==> src/rtl/lsu_pkg.sv <==
// Shared types and op decoding for the load/store unit.
// Pure declarations and combinational helpers, so no latency of its own.
// Carries no flow control.
package lsu_pkg;

  // Memory Mode codes; the request op uses the same encoding.
  typedef enum logic [2:0] {
    MODE_LB  = 3'b000,
    MODE_LH  = 3'b001,
    MODE_LW  = 3'b010,
    MODE_LBU = 3'b011,
    MODE_LHU = 3'b100,
    MODE_SB  = 3'b101,
    MODE_SH  = 3'b110,
    MODE_SW  = 3'b111
  } mem_mode_e;

  typedef enum logic [1:0] {
    ST_IDLE  = 2'd0,
    ST_ISSUE = 2'd1,
    ST_WAIT  = 2'd2,
    ST_DONE  = 2'd3
  } lsu_state_e;

  // Access size in bytes: 1, 2 or 4.
  function automatic logic [2:0] op_size(input mem_mode_e op);
    case (op)
      MODE_LB, MODE_LBU, MODE_SB: op_size = 3'd1;
      MODE_LH, MODE_LHU, MODE_SH: op_size = 3'd2;
      default:                    op_size = 3'd4;
    endcase
  endfunction

  function automatic logic op_is_store(input mem_mode_e op);
    case (op)
      MODE_SB, MODE_SH, MODE_SW: op_is_store = 1'b1;
      default:                   op_is_store = 1'b0;
    endcase
  endfunction

  // Loads whose result is sign-extended from the top of the accessed size.
  function automatic logic op_is_signed(input mem_mode_e op);
    case (op)
      MODE_LB, MODE_LH, MODE_LW: op_is_signed = 1'b1;
      default:                   op_is_signed = 1'b0;
    endcase
  endfunction

endpackage

==> src/rtl/lsu_load_extend.sv <==
// Extends an assembled load word to WIDTH bits according to the load op.
// Latency: combinational, zero cycles.
// Backpressure: none; output follows the inputs.
module lsu_load_extend
  import lsu_pkg::*;
#(
  parameter int WIDTH = 32
) (
  input  mem_mode_e          op,
  input  logic [WIDTH-1:0]   word,
  output logic [WIDTH-1:0]   result
);

  logic [2:0] size;
  logic       sgn;

  assign size = op_size(op);
  assign sgn  = op_is_signed(op);

  // Keep the accessed low bytes and fill the rest with the sign or zeros.
  always_comb begin
    result = word;
    case (size)
      3'd1:    result = {{(WIDTH-8){sgn & word[7]}}, word[7:0]};
      3'd2:    result = {{(WIDTH-16){sgn & word[15]}}, word[15:0]};
      default: result = word;
    endcase
  end

endmodule

==> src/rtl/load_store_unit.sv <==
// Data-memory initiator: one load/store at a time, misaligned split to bytes or faulted.
// Latency: store 2 / load 3 aligned, split store n+1 / load 2n+1, fault 1 cycle.
// Backpressure: req_ready only in IDLE; the response is a one-cycle pulse that cannot stall.
module load_store_unit
  import lsu_pkg::*;
#(
  parameter int WIDTH            = 32,
  parameter int MEM_BYTES        = 64,
  parameter int SPLIT_MISALIGNED = 1
) (
  input  logic              clk,
  input  logic              reset,
  input  logic              req_valid,
  output logic              req_ready,
  input  logic [2:0]        req_op,
  input  logic [WIDTH-1:0]  req_addr,
  input  logic [WIDTH-1:0]  req_wdata,
  output logic              resp_valid,
  output logic [WIDTH-1:0]  resp_rdata,
  output logic              resp_fault,
  output logic [WIDTH-1:0]  mem_addr,
  output logic [WIDTH-1:0]  mem_wdata,
  output logic [2:0]        mem_mode,
  output logic              mem_write,
  output logic              mem_read,
  input  logic [WIDTH-1:0]  mem_rdata
);

  lsu_state_e       state;
  mem_mode_e        op_q;
  logic [WIDTH-1:0] addr_q;
  logic [WIDTH-1:0] wdata_q;
  logic [WIDTH-1:0] asm_q;
  logic [1:0]       idx_q;
  logic [2:0]       nbytes_q;
  logic             split_q;
  logic             fault_q;

  // Last issued strobe fields, so the memory port holds steady between accesses.
  logic [WIDTH-1:0] hold_addr;
  logic [WIDTH-1:0] hold_wdata;
  mem_mode_e        hold_mode;

  // ---- request decode (used only in IDLE) ----
  mem_mode_e      req_mode;
  logic [2:0]     req_size;
  logic           req_misaligned;
  logic [WIDTH:0] req_end;
  logic           req_out_of_range;
  logic           req_split;
  logic           req_fault;

  assign req_mode         = mem_mode_e'(req_op);
  assign req_size         = op_size(req_mode);
  assign req_misaligned   = (req_size == 3'd2 && req_addr[0]) ||
                            (req_size == 3'd4 && req_addr[1:0] != 2'b00);
  // One extra bit so addresses near the top of the space cannot wrap into range.
  assign req_end          = {1'b0, req_addr} + {{(WIDTH-2){1'b0}}, req_size};
  assign req_out_of_range = req_end > (WIDTH+1)'(MEM_BYTES);
  assign req_split        = req_misaligned && (SPLIT_MISALIGNED != 0);
  assign req_fault        = req_out_of_range || (req_misaligned && (SPLIT_MISALIGNED == 0));

  // ---- issue-side decode ----
  logic             is_store;
  logic             last_byte;
  logic             in_issue;
  logic [7:0]       wbyte;
  logic [WIDTH-1:0] issue_addr;
  logic [WIDTH-1:0] issue_wdata;
  mem_mode_e        issue_mode;
  logic [WIDTH-1:0] ext_rdata;

  assign is_store  = op_is_store(op_q);
  assign last_byte = ({1'b0, idx_q} == (nbytes_q - 3'd1));
  assign in_issue  = (state == ST_ISSUE);

  // Pick the store byte for the current split index.
  always_comb begin
    wbyte = wdata_q[7:0];
    case (idx_q)
      2'd0:    wbyte = wdata_q[7:0];
      2'd1:    wbyte = wdata_q[15:8];
      2'd2:    wbyte = wdata_q[23:16];
      default: wbyte = wdata_q[31:24];
    endcase
  end

  assign issue_addr  = split_q ? addr_q + WIDTH'(idx_q) : addr_q;
  assign issue_wdata = split_q ? {{(WIDTH-8){1'b0}}, wbyte} : wdata_q;
  assign issue_mode  = split_q ? (is_store ? MODE_SB : MODE_LBU) : op_q;

  // ---- memory port: strobes only in ISSUE, fields held otherwise ----
  assign mem_write = in_issue && is_store;
  assign mem_read  = in_issue && !is_store;
  assign mem_addr  = in_issue ? issue_addr  : hold_addr;
  assign mem_wdata = in_issue ? issue_wdata : hold_wdata;
  assign mem_mode  = in_issue ? issue_mode  : hold_mode;

  // ---- request / response handshake ----
  assign req_ready  = (state == ST_IDLE);
  assign resp_valid = (state == ST_DONE);
  assign resp_fault = resp_valid && fault_q;
  assign resp_rdata = (resp_valid && !fault_q && !is_store) ? ext_rdata : '0;

  lsu_load_extend #(.WIDTH(WIDTH)) u_extend (
    .op     (op_q),
    .word   (asm_q),
    .result (ext_rdata)
  );

  // Remember the fields of each issued access for the idle cycles that follow.
  always_ff @(posedge clk or posedge reset) begin
    if (reset) begin
      hold_addr  <= '0;
      hold_wdata <= '0;
      hold_mode  <= MODE_LB;
    end else if (in_issue) begin
      hold_addr  <= issue_addr;
      hold_wdata <= issue_wdata;
      hold_mode  <= issue_mode;
    end
  end

  // Sequencer: accept, strobe memory once per byte or word, collect read data, respond.
  always_ff @(posedge clk or posedge reset) begin
    if (reset) begin
      state    <= ST_IDLE;
      op_q     <= MODE_LB;
      addr_q   <= '0;
      wdata_q  <= '0;
      asm_q    <= '0;
      idx_q    <= 2'd0;
      nbytes_q <= 3'd0;
      split_q  <= 1'b0;
      fault_q  <= 1'b0;
    end else begin
      case (state)
        ST_IDLE: begin
          if (req_valid) begin
            op_q     <= req_mode;
            addr_q   <= req_addr;
            wdata_q  <= req_wdata;
            asm_q    <= '0;
            idx_q    <= 2'd0;
            fault_q  <= req_fault;
            split_q  <= req_split && !req_fault;
            nbytes_q <= req_split ? req_size : 3'd1;
            state    <= req_fault ? ST_DONE : ST_ISSUE;
          end
        end
        ST_ISSUE: begin
          if (is_store) begin
            if (last_byte) begin
              state <= ST_DONE;
            end else begin
              idx_q <= idx_q + 2'd1;
            end
          end else begin
            state <= ST_WAIT;
          end
        end
        ST_WAIT: begin
          if (split_q) begin
            case (idx_q)
              2'd0:    asm_q[7:0]   <= mem_rdata[7:0];
              2'd1:    asm_q[15:8]  <= mem_rdata[7:0];
              2'd2:    asm_q[23:16] <= mem_rdata[7:0];
              default: asm_q[31:24] <= mem_rdata[7:0];
            endcase
          end else begin
            asm_q <= mem_rdata;
          end
          if (last_byte) begin
            state <= ST_DONE;
          end else begin
            idx_q <= idx_q + 2'd1;
            state <= ST_ISSUE;
          end
        end
        default: state <= ST_IDLE;
      endcase
    end
  end

endmodule

==> config.mk <==
export PLATFORM = sky130hd
export DESIGN_NAME = load_store_unit
export DESIGN_NICKNAME = d
export VERILOG_FILES = /design/src/rtl/lsu_pkg.sv /design/src/rtl/lsu_load_extend.sv /design/src/rtl/load_store_unit.sv
export SDC_FILE = /design/constraint.sdc
export NUM_CORES = 1
export LEC_CHECK = 0
export CORE_ASPECT_RATIO = 0.8
export CORE_MARGIN = 2
export CORE_UTILIZATION = 60
export CTS_CLUSTER_SIZE = 14
export DETAILED_ROUTE_END_ITERATION = 10
export DONT_BUFFER_PORTS = 1
export PLACE_DENSITY = 0.76
export SYNTH_ARGS = -nofsm -noshare
export SYNTH_HDL_FRONTEND = slang
export SYNTH_SLANG_ARGS = --single-unit
==> constraint.sdc <==
create_clock -name clk -period 9.7 [get_ports clk]
set_input_delay 1.455 -clock clk [delete_from_list [all_inputs] [get_ports clk]]
set_output_delay 1.455 -clock clk [all_outputs]
set_load 0.02 [all_outputs]
### Yosys cells after proc, flatten, opt, wreduce, memory -nomap -nowiden

Cells that the tools add are included.

| storage, ports and cells | value |
|---|---|
| flip-flop bits (word level) | 175 |
| input port bits | 102 |
| output and inout port bits | 104 |
| logic and storage cells | 116 |

| operators by class | value |
|---|---|
| add/subtract/negate cells | 4 |
| $lt $le $gt $ge | 1 |
| equal/unequal tests | 29 |
| multiplexer cells | 32 |
| bitwise operators | 2 |
| reduce and logical (&&, ||, !) cells | 33 |

Operators by type and width:

| operator | count |
|---|---|
| two-way mux 32 bit | 7 |
| case mux 32 bit (2 select lines) | 2 |
| adder 32 x 3 -> 33 bit | 1 |
| greater-than comparator 33 x 7 -> 1 bit (second input constant) | 1 |
| adder 32 x 2 -> 32 bit | 1 |
| two-way mux 8 bit | 4 |
| == test 3 bit (second input constant) | 8 |
| case mux 8 bit (3 select lines) | 1 |
| OR reduction 3 bit | 7 |
| two-way mux 2 bit | 8 |
| == test 3 x 2 -> 1 bit (second input constant) | 5 |
| AND reduction 3 bit | 5 |
| two-way mux 3 bit | 4 |
| case mux 2 bit (3 select lines) | 2 |
| case mux 3 bit (2 select lines) | 2 |
| == test 3 x 1 -> 1 bit (second input constant) | 3 |
| != test 3 x 2 -> 1 bit (second input constant) | 3 |
| logical AND 1 bit | 8 |
| == test 2 bit (second input constant) | 3 |
| zero test 3 bit | 2 |
| != test 3 bit (second input constant) | 2 |
| == test 2 x 1 -> 1 bit (second input constant) | 2 |
| zero test 2 bit | 2 |
| != test 2 bit (second input constant) | 2 |
| 10 further kinds | 16 |

### Depth between registers and ports, before layout

Gate-level depths: netlist (run 1).

| depth | value |
|---|---|
| word-level depth | 8 |
| mapped depth | 12 |
| depth with buffers taken out | 12 |

### Cells and area by module

From an unflattened synthesis (run 1), not the netlist that was laid out.

| unflattened totals | value |
|---|---|
| cell total of the unflattened synthesis | 976 |
| area total of the unflattened synthesis | 9336.5 um2 |

By module, submodules not included:

| module | instances | cells each | area an instance (um2) | sequential area each (um2) |
|---|---|---|---|---|
| load_store_unit | 1 | 903 | 8864.8 | 4379.2 |
| lsu_load_extend | 1 | 73 | 471.7 | 0.0 |

### Least setup slack after synthesis (run 1)

OpenSTA, ideal clock, no wires.

| timing | value |
|---|---|
| path kind | input to register |
| start | in req_op[1] |
| end | reg state[1] |
| library setup time | 0.131 ns |
| data arrival time | 4.154 ns |
| required time | 9.569 ns |
| slack | 5.415 ns |
| stages | 10 |
| buffers on the path | 0 |
| cells stage by stage | xor2_1 mux2_2 ha_1 fa_1 or4_1 a2111oi_0 a21oi_1 or4_4 o31ai_1 nand3_1 |

| between the ends | value |
|---|---|
| cells in the longest elaborated chain, start to end | 8 |
| elaborated cells between the ends (all ways) | 14 |
| those cells by class | add/sub (1); order compare (1); eq/ne (5); mux (4); reduce/logical (3) |

RTL lines:

| item | RTL line | source |
|---|---|---|
| start: declaration | load_store_unit.sv:15 | `input logic [2:0] req_op,` |
| == test 3 x 1 -> 1 bit (tied with other cells) | lsu_pkg.sv:27 | `case (op)` |
| OR reduction 3 bit | lsu_pkg.sv:27 |  |
| case mux 3 bit (2 select lines) (*) | lsu_pkg.sv:27 |  |
| adder 32 x 3 -> 33 bit (*) | load_store_unit.sv:58 | `assign req_end = {1'b0, req_addr} + {{(WIDTH-2){1'b0}}, req_size};` |
| greater-than comparator 33 x 7 -> 1 bit (*) | load_store_unit.sv:59 | `assign req_out_of_range = req_end > (WIDTH+1)'(MEM_BYTES);` |
| two-way mux 2 bit (*) | load_store_unit.sv:148 | `state <= req_fault ? ST_DONE : ST_ISSUE;` |
| two-way mux 2 bit (*) | load_store_unit.sv:139 | `if (req_valid) begin` |
| case mux 2 bit (3 select lines) (*) | load_store_unit.sv:137 | `case (state)` |
| end signal: assignment | load_store_unit.sv:148 |  |
| end: declaration | load_store_unit.sv:29 | `lsu_state_e state;` |

Every way passes the cells marked *; elsewhere a longest branch is shown, timed or not. The select of a mux whose other input is x is not followed.
A chain may end at the register's enable or synchronous reset.

### Worst setup path after layout (run 1)

| timing | value |
|---|---|
| start | reg split_q |
| end | out mem_addr[31] |

| between the ends | value |
|---|---|
| cells in the longest elaborated chain, start to end | 2 |

RTL lines:

| item | RTL line | source |
|---|---|---|
| start: declaration | load_store_unit.sv:36 | `logic split_q;` |
| start signal: assignment | load_store_unit.sv:146 | `split_q <= req_split && !req_fault;` |
| two-way mux 32 bit | load_store_unit.sv:88 | `assign issue_addr = split_q ? addr_q + WIDTH'(idx_q) : addr_q;` |
| two-way mux 32 bit | -- |  |
| end: declaration | load_store_unit.sv:21 | `output logic [WIDTH-1:0] mem_addr,` |

No other way between the ends.

==> results of run 1 <==
-- worst max-delay path, cell delays in order (launching register included) --
cell and delay [ps]:
dfrtp_2 1010, nand2_1 200, nor3_2 370, nand3_2 210, or4_1 530, nor3_1 240, xnor2_1 100, a21oi_1 700
-- flip-flops by register name, summed over array words and instances, names as in the netlist --
| register | cells |
|---|---|
| addr_q | 32 |
| asm_q | 32 |
| fault_q | 1 |
| hold_addr | 32 |
| hold_mode | 3 |
| hold_wdata | 32 |
| idx_q | 2 |
| nbytes_q | 3 |
| op_q | 3 |
| split_q | 1 |
| state | 2 |
| wdata_q | 32 |
-- power by group --
group / internal [W] / switching [W]
registers: 0.00109 / 0.000232
logic: 0.000473 / 0.000992
clock network: 0.000390 / 0.000311
-- cells by family after synthesis --
kind of cell	after synthesis	synth area share, %
flops	175	48.1
simple gates	313	17.1
compound gates	222	14.1
mux	81	9.84
xor+xnor	41	3.94
buf+inv	103	4.29
fa+ha+maj	18	2.64
-- cell usage in the layout (no fill, tap or decap), types with 3 or more instances in the layout --
| cell | Yosys | layout |
|---|---|---|
| dfrtp_1 | 175 | 174 |
| nand2_1 | 117 | 117 |
| o21ai_0 | 94 | 94 |
| a21oi_1 | 77 | 77 |
| mux2_2 | 68 | 68 |
| nor2_1 | 67 | 67 |
| inv_1 | 55 | 54 |
| nor2b_1 | 32 | 32 |
| xor2_1 | 21 | 21 |
| xnor2_1 | 20 | 20 |
| and2_1 | 19 | 18 |
| clkbuf_16 | 0 | 17 |
| ha_1 | 16 | 15 |
| nand3_1 | 14 | 14 |
| mux2i_1 | 13 | 13 |
| nor3_1 | 11 | 11 |
| and3_1 | 9 | 9 |
| and4_1 | 8 | 8 |
| a222oi_1 | 8 | 8 |
| a31o_2 | 6 | 6 |
| o21ai_1 | 6 | 6 |
| buf_4 | 1 | 6 |
| a211oi_1 | 5 | 5 |
| nand4_1 | 5 | 5 |
| or2_2 | 5 | 5 |
| a21o_1 | 4 | 4 |
| inv_6 | 0 | 4 |
| nor4_1 | 4 | 4 |
| inv_8 | 0 | 4 |
| or3_1 | 3 | 3 |
| a2111oi_0 | 3 | 3 |
-- area by class of cell --
cell class | count | area, um^2 | share of cell area (%)
sequential | 175 | 4380 | 44.6
multi-input combinational | 675 | 4350 | 44.3
clock buffer | 18 | 429 | 4.37
tap | 189 | 236 | 2.41
inverter | 55 | 211 | 2.15
clock inverter | 14 | 173 | 1.76
timing repair buffer | 6 | 45.0 | 0.458
-- stage by stage --
stage | instance area [um^2] | util (%) | worst slack [ps]
after floorplan | 9100 | - | 3500
after global placement | 9220 | 61.8 | 4990
after detailed placement | 9220 | 61.8 | 4900
after CTS | 9820 | 65.9 | 4430
after global routing | 9820 | 65.9 | 4130
final | 9820 | 65.9 | 4430
-- worst paths after layout --
kind                                                 to  slack, ps  depth (start not counted)
max in group asynchronous           split_q$_DFFE_PP0P_       7110                          2
worst max register to register  hold_addr[31]$_DFF_PP0_       6120                          7
min in group asynchronous           op_q[1]$_DFFE_PP0P_       1110                          1
worst min-delay path               asm_q[5]$_DFFE_PP0P_        470                          2
worst min register to register     asm_q[5]$_DFFE_PP0P_        470                          2
worst max-delay path                       mem_addr[31]       4430                          7
-- metal layers --
metal / vias up / track usage [%] / part of all wire [%]
li1: 3249 / - / -
met1: 3236 / 39.2 / 47
met2: 209 / 38.8 / 43
met3: 24 / 9.79 / 8.9
met4: 0 / 8.20 / 1.5
met5: - / 0 / 0
==> key figures, run 1 <==
Drt
  • DR DRC count: 0
  • DRT Pass-1 Iters: 5
  • Routed length per instance: 18.9 um
  • Vias per std cell: 5.93
  • Post-route antenna net violation count: 0
  • DRT iter0 DRCs: 464
  • Routed wire length: 21,400 um
  • DR vias: 6,718

Placed design
  • Placed cell count: 1,100
  • Final GP Congestion: 0.850
  • # port buffers: 0
  • Detailed placement HPWL: 15,200 um

GRT
  • Vias in the first global route: 6,379
  • Initial antenna violation count: 0
  • Tot GR Track Use: 27.2%
  • GRT Residual Overflow: 0
  • Largest net degree at the start of global routing: 106
  • First-pass GRT wire length: 34,400 um

Layout
  • Final cell count without fillers: 1,132
  • Layout net count: 1,050
  • Inserted Diodes: 0
  • Ratio of cells with drive above 1 in the final layout: 14.2%
  • FILL cells: 1,192
  • Synthesis-to-layout area growth: 7.90%

Yosys
  • Top cells by area, synth: dfrtp_1 48%, mux2_2 8.4%, o21ai_0 5.2%, nand2_1 4.8%, a21oi_1 4.2%
  • Ys async rst share: 100%
  • Netlist cell types: 62
  • Post-synth top flop: dfrtp_1
  • Yosys warns: 0
  • #FFs+latches synth: 175
  • Most instantiated cells after synthesis: 175 x dfrtp_1, 117 x nand2_1, 94 x o21ai_0, 77 x a21oi_1, 68 x mux2_2
  • Most common cell in the netlist: dfrtp_1
  • Synthesized netlist cell count: 953
  • Synth top area share: 48.1%
  • Mean Syn Cell Area: 9.55 um^2
  • EDFF count, synth: 0
  • Syn_nets: 1,073
  • Cell Area, Synth: 9100 um^2
  • Leading area contributor after synthesis: dfrtp_1
  • Sequential area share after synthesis: 48.1%

Clock network
  • Clock Tree Root: clkbuf_16
  • Hold Buf Count CTS: 0
  • Clk buf depth: 2
  • Worst-path clk slew: 70 ps
  • Clock Latency Late Sink: 430 ps
  • Clock Sinks: 175
  • H-tree depth: 4
  • CTS tree: built
  • Post-cts repair resize count: 0
  • Post-CTS Setup Inserts: 0
  • CTS Buf Count: 17

Timing
  • Minimum clock period: 5270 ps
  • Final setup fails: 0
  • Worst Tran Pin Value: 1040 ps
  • Final Hold Vio Count: 0
  • RSZ-0062 raised after global routing: false
  • Fin Setup TNS: 0 ps
  • Max_slew headroom: 30.9%
  • Layout Skew: 11.9 ps
  • Hold_ws: 472 ps
  • Period utilization: 54.4%
  • Fmax: 0.190 GHz
  • Fin. max-slew vios: 0

Worst hold path
  • Hold path startpoint: asm_q[5]$_DFFE_PP0P_
  • Hold Path Class: reg2reg

Setup path
  • CP startpoint: split_q$_DFFE_PP0P_
  • Crit Path Class: reg2out
  • Startpoint types: flop
  • Worst r2r src: split_q$_DFFE_PP0P_
  • Worst endpoint required time: 8250 ps
  • CP Data Arrival Time: 3820 ps
  • CP endpoint kind: output port
  • Critical Path Fanout Max: 52

Die
  • I/O pin cnt: 206
  • Die area: 16,200 um^2
  • Core ar.: 14,900 um^2
  • Die height: 114 um
  • Die Width: 142 um
  • Initial Util: 61.0%
  • # rows: 40

Power and ir drop
  • Total power: 0.00349 W
  • Leak pwr: 4.07 nW
  • Max VDD drop: 0.000221 V
  • Pwr per Cell Area: 355 nW/um^2

Status
  • Status: finished clean

Run
  • MaxCap Viol Count: 0
(Power assumes the default switching activity.)
==> run 2, diff against run 1 <==
--- a/config.mk
+++ b/config.mk
@@ -7,7 +7,7 @@
 export LEC_CHECK = 0
 export CORE_ASPECT_RATIO = 0.8
 export CORE_MARGIN = 2
-export CORE_UTILIZATION = 60
+export CORE_UTILIZATION = 58
 export CTS_CLUSTER_SIZE = 14
 export DETAILED_ROUTE_END_ITERATION = 10
 export DONT_BUFFER_PORTS = 1
==> constraint.sdc (replaced) <==
create_clock -name clk -period 4.7 [get_ports clk]
set_input_delay 0.705 -clock clk [delete_from_list [all_inputs] [get_ports clk]]
set_output_delay 0.705 -clock clk [all_outputs]
set_load 0.02 [all_outputs]
==> key figures, run 2 (synthesized netlist as in run 1, its figures left out) <==
Status
  • Status: finished clean

GRT
  • Initial antenna violation count: 0 (unchanged)
  • Vias in the first global route: 6,347 (-0.50%)
  • Largest net degree at the start of global routing: 176 (+66%)
  • Tot GR Track Use: 26.6% (-0.57 points)
  • GRT Residual Overflow: 0 (unchanged)
  • First-pass GRT wire length: 34,100 um (-0.84%)

Worst hold path
  • Hold Path Class: in2reg

Timing
  • Fin Setup TNS: 0 ps (unchanged)
  • Fmax: 0.237 GHz
  • Layout Skew: 10.7 ps (-1.25 ps)
  • Hold_ws: 398 ps (-74.4 ps)
  • Max_slew headroom: 32.5% (+1.6 points)
  • Period utilization: 89.8%
  • Final setup fails: 0 (unchanged)
  • Fin. max-slew vios: 0 (unchanged)
  • Final worst slack: 480 ps (-3950 ps)
  • Minimum clock period: 4220 ps
  • Worst Tran Pin Value: 1010 ps (-30.3 ps)
  • Final Hold Vio Count: 0 (unchanged)
  • RSZ-0062 raised after global routing: false

Die
  • I/O pin cnt: 206 (unchanged)
  • Die height: 116 um (+1.7%)
  • # rows: 40 (unchanged)
  • Core ar.: 15,200 um^2 (+1.7%)
  • Initial Util: 60.0% (-1.0 points)
  • Die area: 16,700 um^2 (+3.3%)
  • Die Width: 144 um (+1.7%)

Placed design
  • Pre-CTS setup slack: 895 ps (-4000 ps)
  • # port buffers: 0 (unchanged)
  • Detailed placement HPWL: 15,300 um (+0.70%)
  • Final GP Congestion: 0.918 (+8.0%)

Clock network
  • Post-CTS Setup Inserts: 0 (unchanged)
  • CTS tree: built
  • Clock Latency Late Sink: 440 ps (about the same)
  • Post-cts repair resize count: 0 (unchanged)
  • H-tree depth: 4 (unchanged)
  • Hold Buf Count CTS: 0 (unchanged)
  • Clk buf depth: 2 (unchanged)
  • Worst-path clk slew: 70 ps (about the same)
  • Clock Sinks: 175 (unchanged)
  • CTS Buf Count: 17 (unchanged)
  • Clock Tree Root: clkbuf_16

Layout
  • Ratio of cells with drive above 1 in the final layout: 14.4% (+0.20 points)
  • Most common cell after layout, fill and taps aside: dfrtp_1
  • Sequential cell area: 4380 um^2 (unchanged)
  • Multi-input logic area: 4350 um^2 (unchanged)
  • Synthesis-to-layout area growth: 8.71%
  • Final core utilization: 65.3% (-0.60 points)
  • Commonest non-fill, non-tap cells in the layout: 174 x dfrtp_1, 117 x nand2_1, 94 x o21ai_0
  • Inserted Diodes: 0 (unchanged)
  • FILL cells: 1,269 (+6.5%)
  • Layout net count: 1,051 (+0.095%)

Setup path
  • Startpoint types: flop
  • Slowest stage delay, CP: 460 ps (-550 ps)
  • CP endpoint kind: output port
  • Crit Path Class: reg2out
  • Crit-path cells: ha_1 -> inv_1 -> fa_1 -> nand4b_1 -> nor2_1 -> nand4_1 -> nor2_1 -> nand4_1 -> xor2_1 -> a21oi_1
  • Top Family by Delay on Critical Path: simple AND/OR/NAND/NOR gates
  • Slowest CP cell: dfrtp_1
  • CP Data Arrival Time: 3520 ps (-300 ps)
  • CP bufs+invs: 1 (+1)
  • Critical Path Fanout Max: 6 (-88%)
  • Worst endpoint required time: 3990 ps (-4260 ps)

Drt
  • DR vias: 6,697 (-0.31%)
  • DRT Pass-1 Iters: 8 (+3)
  • Routed length per instance: 18.9 um (+0.16%)
  • Vias per std cell: 5.80 (-2.2%)
  • DRT iter0 DRCs: 493 (+6.3%)
  • DR DRC count: 0 (unchanged)
  • Routed wire length: 21,800 um (+2.1%)
  • Post-route antenna net violation count: 0 (unchanged)

Run
  • MaxCap Viol Count: 0 (unchanged)

Power and ir drop
  • Total power: 0.00722 W (+110%)
  • Pwr per Cell Area: 730 nW/um^2 (+110%)
  • Max VDD drop: 0.000397 V (+80%)
  • Leak pwr: 4.09 nW (+0.34%)
-- run 2: area by class of cell --
cell class                 count  share of cell area, %
timing repair buffer           7                  0.657
tap                          210                   2.65
multi-input combinational    675                   43.9
sequential                   175                   44.3
clock buffer                  17                   4.30
clock inverter                15                   2.07
inverter                      55                   2.12
-- run 2: layer usage --
layer  track usage, %  up-vias  share of wire, %  wire, um
li1                 -     3259                 -         -
met1             38.6     3193                46     10000
met2             38.7      228                43      9300
met3             10.2       17                11      2320
met4             4.97        0              0.81       176
met5                0        -                 0         0
-- run 2: path summary, 6_finish.rpt --
check / depth (start not counted) / start / to / slack (ps)
max in group asynchronous: 2 / reset / split_q$_DFFE_PP0P_ / 3590
worst min-delay path: 2 / req_addr[30] / addr_q[30]$_DFFE_PP0P_ / 400
min in group asynchronous: 2 / reset / hold_wdata[14]$_DFF_PP0_ / 430
worst max register to register: 10 / idx_q[0]$_DFFE_PP0P_ / hold_addr[26]$_DFF_PP0_ / 1460
worst max-delay path: 10 / idx_q[0]$_DFFE_PP0P_ / mem_addr[26] / 480
worst min register to register: 2 / asm_q[16]$_DFFE_PP0P_ / asm_q[16]$_DFFE_PP0P_ / 480
-- run 2: per-stage QoR --
step	instance area, um^2	instances
after floorplan	9110	953
after global placement	9270	1122
after detailed placement	9270	1122
after CTS	9900	1154
after global routing	9900	1154
final	9900	1154
-- run 2: power by group --
part | internal (W) | total, W | switching (W)
Combinational | 0.000977 | 0.00303 | 0.00205
Clock | 0.000738 | 0.00147 | 0.000729
Sequential | 0.00226 | 0.00273 | 0.000474
==> run 3, diff against run 2 <==
--- a/config.mk
+++ b/config.mk
@@ -5,6 +5,7 @@
 export SDC_FILE = /design/constraint.sdc
 export NUM_CORES = 1
 export LEC_CHECK = 0
+export CAP_MARGIN = 15
 export CORE_ASPECT_RATIO = 0.8
 export CORE_MARGIN = 2
 export CORE_UTILIZATION = 58
==> results of run 3 <==
No change in the layout: final DEF, timing and power equal those of run 2.
==> RTL edit (config.mk and constraints of run 2) <==
`WIDTH` is set to 32 in 2 places; all go to 36.
--- a/src/rtl/lsu_load_extend.sv
+++ b/src/rtl/lsu_load_extend.sv
@@ -4,7 +4,7 @@
 module lsu_load_extend
   import lsu_pkg::*;
 #(
-  parameter int WIDTH = 32
+  parameter int WIDTH = 36
 ) (
   input  mem_mode_e          op,
   input  logic [WIDTH-1:0]   word,
--- a/src/rtl/load_store_unit.sv
+++ b/src/rtl/load_store_unit.sv
@@ -4,7 +4,7 @@
 module load_store_unit
   import lsu_pkg::*;
 #(
-  parameter int WIDTH            = 32,
+  parameter int WIDTH            = 36,
   parameter int MEM_BYTES        = 64,
   parameter int SPLIT_MISALIGNED = 1
 ) (
Interface: changed (6 resized); port bits go from 206 to 230. No check against the original RTL was run, so the function may have changed too.
==> RTL edit against run 2 <==
  * Die area rose by 11%
  * Area after synthesis rose by 12%
  * Critical endpoint is now mem_addr[30]
  * Power rose by 8.7%
  * Sequential cell count rose by 20
  * Register-to-register slack got worse by 0.24 ns
  * Design area rose by 11%
  * First-iteration DRC count rose by 24%
  * Wire length rose by 11%
  * Worst setup slack got worse by 0.25 ns
  * Utilization fell by 1.8 points
  * Count of clock-buffer cells in the layout rose by 4
==> RTL edit: results (changes against run 2) <==
Setup Skew=0.0116 ns (+0.000939 ns); total power=7.86 mW (+8.7%); DR WL/cell=18.9 microns (-0.16%); critical path's slowest cell=or4_4; vias in the first global route=7290 (+15%); pwr dens=716 mW/mm^2 (-1.9%); share of total power in sequential cells=0.385 (+0.007); dominant cells by area after synthesis=dfrtp_1 (48%), mux2_2 (8.0%), o21ai_0 (5.7%), nand2_1 (4.8%), a21oi_1 (4.2%); met2 wire length=11200 microns (+21%); switching pwr=3.47 mW (+6.5%); library cells used by synthesis=62 (unchanged); vias per cell=5.84 (+0.65%); WL final=24300 microns (+11%); top cell family by delay on the critical path=simple AND/OR/NAND/NOR gates; Post-synth top cells=dfrtp_1 (195), nand2_1 (129), o21ai_0 (115); Nets=1183 (+13%); synthesized flop and latch total=195 (+11%); Clock-cell share=0.0542 (-0.00952); Post-Synth Adder-Cell Area=0.0236 (-0.00280); Inverters=68 (+24%); Mean Syn Cell Area=9.42 sq um (-1.4%); GRT met1 Usage=0.362 (-0.0238); Compound-Gate Fraction of Synth Area=0.136 (-0.00517); Total GRT Usage=0.266 (about the same); Syn Nets=1213 (+13%); sequential fraction of the synthesis area=0.479 (-0.00191); Worst path max stage delay=0.57 ns (+0.11 ns); Slew Limit Headroom=0.303 (-0.0223); met3 Use GR=0.0802 (-0.0219); P_leak=4.52 nW (+11%); #MultiIn Comb=758 (+12%); hpwl dp=17600 microns (+15%); Clock Buffer Count=21 (+4); share of layout cells above drive strength 1=0.130 (-0.0142); worst skew pair latency=0.43 ns; 1st-iter DRT viols=609 (+24%); Plain + repair buffers=11 (+4); grt met2 use=0.423 (+0.0356); Synth Area in XOR/XNOR=0.0473 (+0.00785); first-pass GRT wire length=39200 microns (+15%); dpl ws=0.354 ns (-0.541 ns); Pre-Repair DR Iteration Count=7 (-1); Die Area=0.0186 sq mm (+11%); mux cell area share after synthesis=0.0914 (-0.00700); routed wl met3=2160 microns (-7.1%); M1 WL=10600 microns (+6.0%); gp weighted congestion=0.897 (-2.3%); largest net degree at the start of global routing=81 (-54%); Hold Path Class=input pin to asynchronous set/reset pin; status=complete, no violations; multi-input gate share of total cell area=0.442 (+0.00214); fraction of area in registers=0.445 (+0.00263)
[RTL edit: changes by cell type after synthesis, sizes merged, moves of 5 or more]
cell | before | now
a21oi | 77 | 87
a31o | 6 | 0
clkbuf | 41 | 51
dfrtp | 175 | 195
inv | 55 | 68
nand2 | 118 | 130
nand4 | 6 | 15
nor2 | 67 | 73
nor4 | 4 | 9
o21ai | 100 | 119
xnor2 | 20 | 27
xor2 | 21 | 28
[RTL edit: final timing paths]
| kind | slack (ns) | cells past startpoint | endpoint |
|---|---|---|---|
| max | 0.23 | 11 | mem_addr[30] |
| min | 0.39 | 1 | hold_addr[11] |
| max reg2reg | 1.22 | 10 | hold_addr[28] |
| min reg2reg | 0.47 | 2 | asm_q[3] |
| max in group asynchronous | 3.41 | 2 | asm_q[1] |
| min in group clk | 0.40 | 2 | addr_q[34] |
[RTL edit: what timing repair did]
item | 4_1_cts | 5_1_grt
buffers inserted | 0 | 1
setup endpoints to repair | 3 | 6
pin swaps | 0 | 2
resized for setup | 3 | 2
